File: src/rtl/power_sequencer.sv
// Power-management gate: debounces shutdown requests, stages IO groups on, forces safe levels on trip.
// Optional watchdog trip source is compiled in with `define PM_WATCHDOG_EN.
module power_sequencer #(
  parameter int                   NUM_IN          = 2,
  parameter int                   NUM_IOS         = 89,
  parameter int                   NUM_GROUPS      = 4,
  parameter int                   DEBOUNCE_CYCLES = 50000,
  parameter int                   STAGGER_CYCLES  = 500000,
  parameter logic [NUM_IOS-1:0]   SAFE_LEVEL      = {NUM_IOS{1'b0}},
  parameter int                   WDT_CYCLES      = 5000000
) (
  input  logic                  clk,
  input  logic                  reset,
  input  logic [NUM_IN-1:0]     shutdown,
  input  logic                  rearm,
  input  logic                  wdt_kick,
  input  logic [NUM_IOS-1:0]    gpio_in,
  output logic [NUM_IOS-1:0]    gpio_out,
  output logic [NUM_GROUPS-1:0] group_en,
  output logic [1:0]            state,
  output logic [NUM_IN:0]       cause
);

  localparam int GROUP_W = (NUM_IOS + NUM_GROUPS - 1) / NUM_GROUPS;
  localparam int DW      = $clog2(DEBOUNCE_CYCLES) + 1;
  localparam int SW      = $clog2(STAGGER_CYCLES) + 1;

  localparam logic [1:0] ST_OFF      = 2'b00;
  localparam logic [1:0] ST_STAGING  = 2'b01;
  localparam logic [1:0] ST_ON       = 2'b10;
  localparam logic [1:0] ST_SHUTDOWN = 2'b11;

  logic [NUM_IN-1:0]     sync1;
  logic [NUM_IN-1:0]     sync2;
  logic [NUM_IN-1:0]     deb;
  logic [DW-1:0]         deb_cnt [NUM_IN];
  logic [SW-1:0]         stagger_cnt;
  logic                  stagger_done;
  logic [NUM_GROUPS-1:0] next_en;
  logic [NUM_IOS-1:0]    io_en;
  logic                  req;
  logic                  wdt_trip;
  logic                  trip;
  logic [NUM_IN:0]       trip_cause;

  // Debounced inputs reset asserted so the IO stays safe until inputs prove clear.
  always_ff @(posedge clk) begin
    if (reset) begin
      sync1 <= '0;
      sync2 <= '0;
      deb   <= '1;
      for (int k = 0; k < NUM_IN; k++) deb_cnt[k] <= '0;
    end else begin
      sync1 <= shutdown;
      sync2 <= sync1;
      for (int k = 0; k < NUM_IN; k++) begin
        if (sync2[k] == deb[k]) begin
          deb_cnt[k] <= '0;
        end else if (deb_cnt[k] == DW'(DEBOUNCE_CYCLES - 1)) begin
          deb[k]     <= ~deb[k];
          deb_cnt[k] <= '0;
        end else begin
          deb_cnt[k] <= deb_cnt[k] + 1'b1;
        end
      end
    end
  end

  assign req = |deb;

`ifdef PM_WATCHDOG_EN
  localparam int WW = $clog2(WDT_CYCLES) + 1;

  logic [WW-1:0] wdt_cnt;
  logic          wdt_active;

  assign wdt_active = (state == ST_STAGING) || (state == ST_ON);
  // A kick landing on the timeout cycle suppresses the trip.
  assign wdt_trip   = wdt_active && !wdt_kick && (wdt_cnt == WW'(WDT_CYCLES - 1));

  always_ff @(posedge clk) begin
    if (reset || !wdt_active || wdt_kick || wdt_trip) begin
      wdt_cnt <= '0;
    end else begin
      wdt_cnt <= wdt_cnt + 1'b1;
    end
  end
`else
  logic unused_wdt;

  assign wdt_trip   = 1'b0;
  assign unused_wdt = wdt_kick ^ (WDT_CYCLES > 0);
`endif

  assign trip         = req | wdt_trip;
  assign trip_cause   = {wdt_trip, deb};
  assign stagger_done = (stagger_cnt == SW'(STAGGER_CYCLES - 1));
  assign next_en      = (group_en << 1) | NUM_GROUPS'(1);

  always_ff @(posedge clk) begin
    if (reset) begin
      state       <= ST_OFF;
      group_en    <= '0;
      cause       <= '0;
      stagger_cnt <= '0;
    end else begin
      case (state)
        ST_OFF: begin
          stagger_cnt <= '0;
          if (!req) begin
            state    <= ST_STAGING;
            group_en <= NUM_GROUPS'(1);
          end
        end
        ST_STAGING: begin
          // A trip on the same cycle as a timer expiry wins; no further group is enabled.
          if (trip) begin
            state       <= ST_SHUTDOWN;
            group_en    <= '0;
            cause       <= cause | trip_cause;
            stagger_cnt <= '0;
          end else if (stagger_done) begin
            stagger_cnt <= '0;
            group_en    <= next_en;
            if (next_en[NUM_GROUPS-1]) state <= ST_ON;
          end else begin
            stagger_cnt <= stagger_cnt + 1'b1;
          end
        end
        ST_ON: begin
          stagger_cnt <= '0;
          if (trip) begin
            state    <= ST_SHUTDOWN;
            group_en <= '0;
            cause    <= cause | trip_cause;
          end
        end
        default: begin
          stagger_cnt <= '0;
          group_en    <= '0;
          if (rearm && !trip) begin
            state <= ST_OFF;
            cause <= '0;
          end else begin
            cause <= cause | trip_cause;
          end
        end
      endcase
    end
  end

  always_comb begin
    io_en = '0;
    for (int i = 0; i < NUM_IOS; i++) io_en[i] = group_en[i / GROUP_W];
  end

  always_ff @(posedge clk) begin
    if (reset) begin
      gpio_out <= SAFE_LEVEL;
    end else begin
      gpio_out <= (gpio_in & io_en) | (SAFE_LEVEL & ~io_en);
    end
  end

endmodule

File: config.mk
export PLATFORM = sky130hd
export DESIGN_NAME = power_sequencer
export DESIGN_NICKNAME = d
export VERILOG_FILES = /design/src/rtl/power_sequencer.sv
export SDC_FILE = /design/constraint.sdc
export NUM_CORES = 1
export LEC_CHECK = 0
export CORE_ASPECT_RATIO = 1.75
export CORE_MARGIN = 3
export CORE_UTILIZATION = 30
export CTS_CLUSTER_DIAMETER = 120
export CTS_CLUSTER_SIZE = 16
export DETAILED_ROUTE_END_ITERATION = 10
export GPL_ROUTABILITY_DRIVEN = 1
export MAX_ROUTING_LAYER = met4
export PLACE_DENSITY_LB_ADDON = 0.15
export REMOVE_ABC_BUFFERS = 1
export SYNTH_ARGS = -nofsm -noshare
export SYNTH_HDL_FRONTEND = slang
export SYNTH_SLANG_ARGS = --single-unit
File: constraint.sdc
create_clock -name clk -period 2 [get_ports clk]
set_input_delay 0.6 -clock clk [delete_from_list [all_inputs] [get_ports clk]]
set_output_delay 0.6 -clock clk [all_outputs]
set_load 0.02 [all_outputs]
* After elaboration in Yosys (flattened, before gate mapping)
Memory sizes are Yosys's and may differ from the RTL's. Cells that the tools add are included.
Word-level totals: flip-flop bits (word level) 124, memory bits (writable) 34, bits of input ports 95, memories 1
Operators by class: $add $sub $neg 3, equal/unequal tests 12, muxes and demuxes 45, bitwise logic cells 14, reduce and logical (&&, ||, !) cells 12
Memories:
- deb_cnt | words 2, bits a word 17, rd ports 2, clocked after memory_dff 0, write ports 2, RTL line 36 | logic [DW-1:0] deb_cnt [NUM_IN];
Operator list (number):
- 17-bit two-way mux | 6
- 89-bit AND | 1
- 17-bit by 1-bit adder with 17-bit output, second input constant | 2
- 17-bit by 16-bit == test with 1-bit output, second input constant | 2
- 1-bit two-way mux | 24
- 20-bit by 1-bit adder with 20-bit output, second input constant | 1
- 20-bit by 19-bit == test with 1-bit output, second input constant | 1
- 4-bit two-way mux | 4
- 2-bit two-way mux | 6
- 4-bit one-hot mux with 3 select lines | 1
- 3-bit two-way mux | 2
- 3-bit inequality test, second input constant | 2
- 1-bit NOT | 6
- 1-bit OR | 6
- 2-bit one-hot mux with 3 select lines | 1
- 3-bit one-hot mux with 2 select lines | 1
- 2-bit AND reduction | 3
- 5-bit AND reduction | 1
- 5-bit OR reduction | 1
- 2-bit inequality test, second input constant | 2
- 4-bit nonzero test | 1
- 2-bit OR reduction | 2
- 3-bit by 2-bit OR with 3-bit output | 1
- 3-bit AND reduction | 1
- other kinds (7) | 8

* Depth between registers and ports, before layout
Gate-level depths: netlist (run 1). An unclocked memory read counts as a cell.
depth in word-level cells 8, mapped depth 8

* Least setup slack after synthesis (run 1)
Ideal clock, no wire load.
path type register to register, start memory deb_cnt[1][0] (netlist bit), end memory deb_cnt[1][11] (netlist bit), data pin, arrival 1662 ps, slack 199 ps, stages on the path, launching flop included 9, buffers on the path 2, clock period less this slack 1801 ps, path through edfxtp_1 ha_1 and3_1 nand3_1 nor4_2 or3_1 buf_4 buf_6 nor2_1
RTL lines (RTL line):
- start: declaration | 36

* Final worst setup path (run 1)
start register gpio_out[42], end output gpio_out[42]
RTL lines:
- start: declaration | RTL line 18 | output logic [NUM_IOS-1:0] gpio_out,
- start signal: assignment | RTL line 161 | gpio_out <= (gpio_in & io_en) | (SAFE_LEVEL & ~io_en);
No word-level cell between the ends.

==> flow_summary.ini, run 1 <==
[cts]
root_buffer = clkbuf_16
cts_tree = done
clk_latency_ns = 0.42
clk_pin_slew_ns = 0.07
cts.sinks = 157
cts_buffer_depth = 2
cts_setup_buffers = 0
cts_buffers = 17
cts_htree_levels = 4

[routing]
antenna_left = 0
vias_per_cell = 4.268
wl_met2_um = 8107
drc_errors = 0
dr_wl_met3_um = 593
top_layer = met4
drt-initial-drc-count = 146
wl_met1_um = 5218
wl_per_cell_um = 13.91
vias = 4375
totalWireLength_um = 14260
first_pass_iters = 6

[yosys]
ys_seq_area_share_pct = 59.86
ys.flop_type = dfxtp_1
ys_warn_count = 0
synth.most_common_cell = dfxtp_1
synth_cell_types = 50
synth_area_per_cell_um2 = 10.90
synthTopCellsByCount = dfxtp_1, and2_1, nor2_1, edfxtp_1, xor2_1
yosys.area.top_type_share_pct = 42.31
synth_area_um2 = 5819
synth_edf_count = 34
syn-instance-count = 534
synth_top_cell_by_area = dfxtp_1
synth.area.top_cells = dfxtp_1, edfxtp_1, and2_1
ys_ff_latch = 157
postSynth.asyncResetShare_pct = 0

[critical_path]
max_stage_delay_ns = 0.63
start_kind = flip-flop
setup.worst_path.end_class = output pin
cp_cell_sequence = clkdlybuf4s50_1
crit_required_ns = 1.40
worstSetupPathType = reg2out
crit_family = buffers and inverters
critPathSlowestCell = clkdlybuf4s50_1
crit_arrival_ns = 1.35
worstPathMaxFanout = 1
critPathBufInv = 1

[global_routing]
grt_pass1_vias = 4577
grt_max_degree = 24
grt_usage_pct = 13.80
overflow = 0
grt_pass1_wl_um = 22510
antenna_found_initial = 0

[sta]
finClkSkew_ns = 0.008377
tightest_slew_ns = 1.029
worst_slack_ns = 0.04749
setup_viol = 0
maxSlewHeadroom_pct = 31.14
whs_ns = 0.4509
fmax_mhz = 512.2
rsz0062_at_grt = false
setup_tns_ns = 0
finalCriticalPeriod_ns = 1.953
slew_violations = 0
fin_crit_sh_pct = 97.63
hold_viol = 0

[layout]
multiInputGateArea_um2 = 2313
nNetsFinal = 876
regArea_um2 = 3483
drive_above_1_share_pct = 8.005
stdcell_count = 1025
synthToLayoutAreaGrowth_pct = 51.47
n_antenna_cell = 0
filler_cell_count = 1758

[floorplanning]
core_area_um2 = 18830
ioPinCount = 193
die_width_um = 111.3
die_area_um2 = 21170
dieHeight_um = 190.2
rows = 66
start_util_pct = 30.91

[power]
power.internal_mw = 5.204
power_mw = 6.847
seqPwrFrac_pct = 48.8
swShare_pct = 23.99
p_leak_nw = 3.725
p_comb_share_pct = 4.7
vdd_drop_max_uv = 511.7
p_per_area_nw_per_um2 = 776.8
p_switching_mw = 1.643
clock_power_share_pct = 46.5

[run_status]
status = complete, no violations

[placed_design]
gp_congestion = 0.7623
post-place-cells = 993
place_ws_ns = -0.2085
place.port_buffers = 190
hpwlAfterDp_um = 11100

[hold_path]
hp-class = reg2reg

[job]
cap_viol_max_count = 0
[per-layer routing]
metal  vias to the layer above  GRT usage [%]
met5                         -              -
met4                         0          5.621
met1                      2036          13.41
li1                       2208              -
met2                       110          25.76
met3                        21          3.620
[worst paths after layout]
| check | startpoint | to | slack (ns) | depth (start not counted) |
|---|---|---|---|---|
| worst max register to register | deb_cnt[0][12] | deb_cnt[0][14] | 0.15 | 5 |
| worst min-delay path | sync1[1] | sync2[1] | 0.45 | 1 |
| worst max-delay path | gpio_out[42] | gpio_out[42] | 0.05 | 1 |
| worst min register to register | sync1[1] | sync2[1] | 0.45 | 1 |
[cell families (layout without fill, tap and decap cells)]
kind of cell / Yosys count / in the layout / synth area share, %
compound gates: 22 / 22 / 2.473
simple gates: 264 / 264 / 25.26
fa+ha+maj: 7 / 7 / 1.505
mux: 3 / 3 / 0.5375
buf+inv: 29 / 249 / 2.709
xor+xnor: 50 / 50 / 7.525
other cells: 2 / 35 / 0.1291
flops: 157 / 157 / 59.86
[metrics by stage]
stage / instance area (µm²) / util (%)
finish: 8815 / 46.82
global route: 8815 / 46.82
CTS: 8756 / 46.50
detailed placement: 8179 / 43.44
global placement: 8179 / 43.44
floorplan: 5819 / -
[power by group through the flow]
| stage | clock network (mW) | logic [mW] | registers, mW |
|---|---|---|---|
| 6_report | 3.18 | 0.323 | 3.34 |
| 5_1_grt | 3.41 | 0.355 | 3.35 |
| 4_1_cts | 3.29 | 0.324 | 3.34 |
| 3_5_place_dp | 0 | 0.321 | 3.42 |
| 3_3_place_gp | 0 | 0.317 | 3.41 |
| 2_1_floorplan | 0 | 0.0950 | 3.40 |
[cell usage in the layout, fill, tap and decap left out, types with 7 or more instances in the layout]
| master | n |
|---|---|
| and3_1 | 9 |
| nand2_1 | 18 |
| inv_8 | 7 |
| nor2b_1 | 11 |
| clkbuf_16 | 17 |
| inv_1 | 9 |
| dlymetal6s2s_1 | 19 |
| nand3_1 | 23 |
| nand4_1 | 10 |
| edfxtp_1 | 34 |
| dfxtp_1 | 123 |
| xor2_1 | 27 |
| nor2_1 | 68 |
| o21ai_0 | 7 |
| and2_1 | 90 |
| xnor2_1 | 23 |
| dlygate4sd2_1 | 15 |
| conb_1 | 35 |
| clkdlybuf4s50_1 | 156 |
| buf_4 | 16 |
[flip-flops by register name, indices dropped and copies added, names as in the netlist]
name	flops
group_en	4
cause	2
deb_cnt	34
gpio_out	89
sync2	2
state	2
stagger_cnt	20
deb	2
sync1	2
[layout make-up]
| class | instances | area share [%] |
|---|---|---|
| sequential | 157 | 39.52 |
| multi-input combinational | 381 | 26.25 |
| timing repair buffer | 208 | 23.72 |
| clock buffer | 17 | 4.826 |
| tap | 238 | 3.378 |
| clock inverter | 15 | 1.930 |
| inverter | 9 | 0.3833 |
[timing repair]
item,CTS,global route
gates resized for setup,15,21
hold buffers,0,0
setup endpoints to repair,15,30
cloned,0,0
Power figures use the tool's default switching activity.
==> inputs of run 2 (changes only) <==
Settings changed: GPL_ROUTABILITY_DRIVEN 1 to default, GPL_TIMING_DRIVEN from default to 0.
==> flow_summary.ini, run 2 (same netlist as run 1, synthesis figures left out) <==
[placed_design]
hpwlAfterDp_um = 11030
gp_congestion = 0.7464
post-place-cells = 975
place_ws_ns = -1.169
place.port_buffers = 190
placed_cell_area_um2 = 8019

[global_routing]
grt_pass1_vias = 4649
antenna_found_initial = 0
grt_pass1_wl_um = 22580
grt_max_degree = 26
overflow = 0
grt_usage_pct = 13.91

[floorplanning]
start_util_pct = 30.91
rows = 66
die_area_um2 = 21170
ioPinCount = 193
core_area_um2 = 18830
die_width_um = 111.3
dieHeight_um = 190.2

[sta]
fmax_mhz = 510.3
hold_viol = 0
tightest_slew_ns = 0.8880
finClkSkew_ns = 0.01222
slew_violations = 0
maxSlewHeadroom_pct = 40.80
rsz0062_at_grt = false
setup_viol = 0
finalCriticalPeriod_ns = 1.960
worst_slack_ns = 0.04027
fin_crit_sh_pct = 97.99

[critical_path]
critPathSlowestCell = clkdlybuf4s50_1
worstSetupPathType = reg2out
crit_family = buffers and inverters
r2r.worst_path.cells = 4
critical_path_depth = 1
crit_required_ns = 1.40
worstPathMaxFanout = 1
critPathBufInv = 1
start_kind = flip-flop
regToRegSetupSlack_ns = 0.12
cp_cell_sequence = clkdlybuf4s50_1
setup.worst_path.end_class = output pin
crit_arrival_ns = 1.36
max_stage_delay_ns = 0.63

[cts]
cts_tree = done
cts.sinks = 157
clk_latency_ns = 0.42
root_buffer = clkbuf_16
clk_pin_slew_ns = 0.06
ctsHoldBuffers = 0
cts_buffers = 17
cts_htree_levels = 4
cts_buffer_depth = 2

[layout]
n_antenna_cell = 0
regMostFlops = gpio_out
drive_above_1_share_pct = 7.013
nNetsFinal = 859
filler_cell_count = 1787
layout_commonest_cell = clkdlybuf4s50_1
finalInstanceArea_um2 = 8676
final_cell_mix = clkdlybuf4s50_1, dfxtp_1, and2_1, nor2_1, conb_1
reg.largest.list = gpio_out (89), deb_cnt (34), stagger_cnt (20)
largest_register_ff_count = 89
synthToLayoutAreaGrowth_pct = 49.09
finish.utilization_pct = 46.08
stdcell_count = 1008

[run_status]
status = complete, no violations

[power]
p_per_area_nw_per_um2 = 781.3
vdd_drop_max_uv = 509.5
p_leak_nw = 3.469

[routing]
totalWireLength_um = 14250
vias = 4365
first_pass_iters = 6
vias_per_cell = 4.330
drt-initial-drc-count = 81
drc_errors = 0
antenna_left = 0
wl_per_cell_um = 14.13

[hold_path]
hp-class = reg2reg
hold_path_depth = 1

[job]
cap_viol_max_count = 0
-- run 2: metrics by stage --
step,hold WS (ns),power [mW],setup TNS (ns)
2_1_floorplan,0.4138,3.500,0
3_3_place_gp,0.4325,3.703,-95.98
3_5_place_dp,0.4342,3.711,-106.32
4_1_cts,0.4661,6.893,0
5_1_grt,0.4831,7.043,0
6_report,0.4632,6.779,0
-- run 2: area by class of cell --
type                       instances  area (µm²)  area share, %
clock inverter                    14       131.4          1.514
tap                              238       297.8          3.432
clock buffer                      18       450.4          5.192
sequential                       157        3483          40.15
multi-input combinational        382        2366          27.27
inverter                           9       33.78         0.3894
timing repair buffer             190        1913          22.05
-- run 2: path summary, 6_finish.rpt --
check / from / end
setup / recovery: gpio_out[61] / gpio_out[61]
hold / removal: stagger_cnt[0] / stagger_cnt[0]
setup reg to reg: deb_cnt[0][12] / deb_cnt[0][8]
hold reg to reg: stagger_cnt[0] / stagger_cnt[0]
-- run 2: repair_timing --
action                     in CTS  in global routing
gates resized for setup        21                 18
setup endpoints to repair     157                 46
gates cloned                    0                  1
pin swaps                       0                  1
buffers inserted                0                  0
-- run 2: layer usage --
| layer | GRT usage [%] | routed length [µm] | vias to the layer above |
|---|---|---|---|
| li1 | - | - | 2176 |
| met1 | 12.95 | 4950 | 2085 |
| met2 | 26.99 | 8489 | 91 |
| met3 | 3.271 | 519 | 13 |
| met4 | 5.480 | 287 | 0 |
| met5 | - | 0 | - |
-- run 2: where the power goes --
part,internal (mW),switching [mW]
Clock,1.81,1.32
Combinational,0.208,0.0915
Sequential,3.29,0.0569
Total,5.31,1.47
==> inputs of run 3 (changes only) <==
Settings changed: GPL_ROUTABILITY_DRIVEN from default to 0, HOLD_SLACK_MARGIN from default to 0.06, SKIP_LAST_GASP from default to 1.
==> flow_summary.ini, run 3 (same netlist as run 1, synthesis figures left out) <==
[run_status]
status = complete, no violations

[floorplanning]
dieHeight_um = 190.2
rows = 66
core_area_um2 = 18830
die_width_um = 111.3
die_area_um2 = 21170
start_util_pct = 30.91
ioPinCount = 193

[critical_path]
start_kind = flip-flop
regToRegSetupSlack_ns = 0.12
crit_arrival_ns = 1.36
crit_family = buffers and inverters
worstSetupPathType = reg2out
setup.worst_path.end_class = output pin
critPathSlowestCell = clkdlybuf4s50_1
cp_cell_sequence = clkdlybuf4s50_1
critPathBufInv = 1
worstPathMaxFanout = 1
crit_required_ns = 1.40
max_stage_delay_ns = 0.63

[routing]
vias_per_cell = 4.332
wl_per_cell_um = 14.12
drc_errors = 0
vias = 4367
totalWireLength_um = 14230
first_pass_iters = 6
antenna_left = 0
drt-initial-drc-count = 81

[cts]
cts_buffers = 17
clk_latency_ns = 0.42
cts_buffer_depth = 2
cts_tree = done
cts.sinks = 157
root_buffer = clkbuf_16
cts_htree_levels = 4
clk_pin_slew_ns = 0.06

[layout]
finish.utilization_pct = 46.03
layout_commonest_cell = clkdlybuf4s50_1
stdcell_count = 1008
reg.largest.list = gpio_out (89), deb_cnt (34), stagger_cnt (20)
nNetsFinal = 859
drive_above_1_share_pct = 7.013
largest_register_ff_count = 89
filler_cell_count = 1783
multiInputGateArea_um2 = 2356
regArea_um2 = 3483
synthToLayoutAreaGrowth_pct = 48.91
regMostFlops = gpio_out
n_antenna_cell = 0
final_cell_mix = clkdlybuf4s50_1, dfxtp_1, and2_1, nor2_1, conb_1

[placed_design]
place.port_buffers = 190
post-place-cells = 975
place_ws_ns = -1.169
hpwlAfterDp_um = 11030

[sta]
whs_ns = 0.4638
finClkSkew_ns = 0.01176
hold_viol = 0
fin_crit_sh_pct = 98.04
finalCriticalPeriod_ns = 1.961
worst_slack_ns = 0.03916
setup_viol = 0
tightest_slew_ns = 0.8203
rsz0062_at_grt = true
maxSlewHeadroom_pct = 45.32
slew_violations = 0
fmax_mhz = 510.0

[global_routing]
grt_pass1_vias = 4649
overflow = 0
grt_usage_pct = 13.91
grt_pass1_wl_um = 22580
antenna_found_initial = 0
grt_max_degree = 26

[power]
swShare_pct = 21.73
power.internal_mw = 5.308
seqPwrFrac_pct = 49.4
p_comb_share_pct = 4.4
clock_power_share_pct = 46.2
p_per_area_nw_per_um2 = 782.7
vdd_drop_max_uv = 510.1
p_switching_mw = 1.474
p_leak_nw = 3.465

[hold_path]
hp-class = reg2reg

[job]
cap_viol_max_count = 0
## run 3: cell counts in the layout (fill, tap and decap cells not counted)
No cell type changed its count.
## run 3: area by class of cell
cell class / count / area share [%]
Tap cell: 238 / 3.436
Multi-Input combinational cell: 382 / 27.19
Sequential cell: 157 / 40.20
Timing Repair Buffer: 190 / 22.08
Clock buffer: 18 / 5.198
Clock inverter: 14 / 1.516
Inverter: 9 / 0.3898
## run 3: metal layers
layer,global-route usage (%),up-vias,wire length (µm)
met4,5.480,0,287
li1,-,2177,-
met3,3.271,13,516
met2,26.99,89,8446
met1,12.95,2088,4976
met5,-,-,0
## run 3: final timing paths
| check | from | end | cells past startpoint |
|---|---|---|---|
| worst max-delay path | gpio_out[61] | gpio_out[61] | 1 |
| worst min-delay path | stagger_cnt[0] | stagger_cnt[0] | 1 |
| worst max register to register | deb_cnt[0][12] | deb_cnt[0][8] | 4 |
| worst min register to register | stagger_cnt[0] | stagger_cnt[0] | 1 |
## run 3: power by group through the flow
stage	logic, mW	registers [mW]	clock network [mW]
2_1_floorplan	0.0950	3.40	0
3_3_place_gp	0.286	3.42	0
3_5_place_dp	0.290	3.42	0
4_1_cts	0.294	3.35	3.25
5_1_grt	0.328	3.36	3.36
6_report	0.298	3.35	3.13
## run 3: repair_timing
action	in CTS	in global routing
pin swaps	0	1
setup buffers	0	0
gates resized for setup	21	16
gates cloned	0	1
setup endpoints to repair	157	46
hold buffers	0	0
endpoints found under the hold margin	0	0
## run 3: metrics by stage
step                      power (mW)  TNS (ns)  area (µm²)
after floorplan                3.500         0        5819
after global placement         3.703    -95.98        8019
after detailed placement       3.711   -106.32        8019
after CTS                      6.893         0        8607
after global routing           7.042  -0.03614        8666
final                          6.782         0        8666
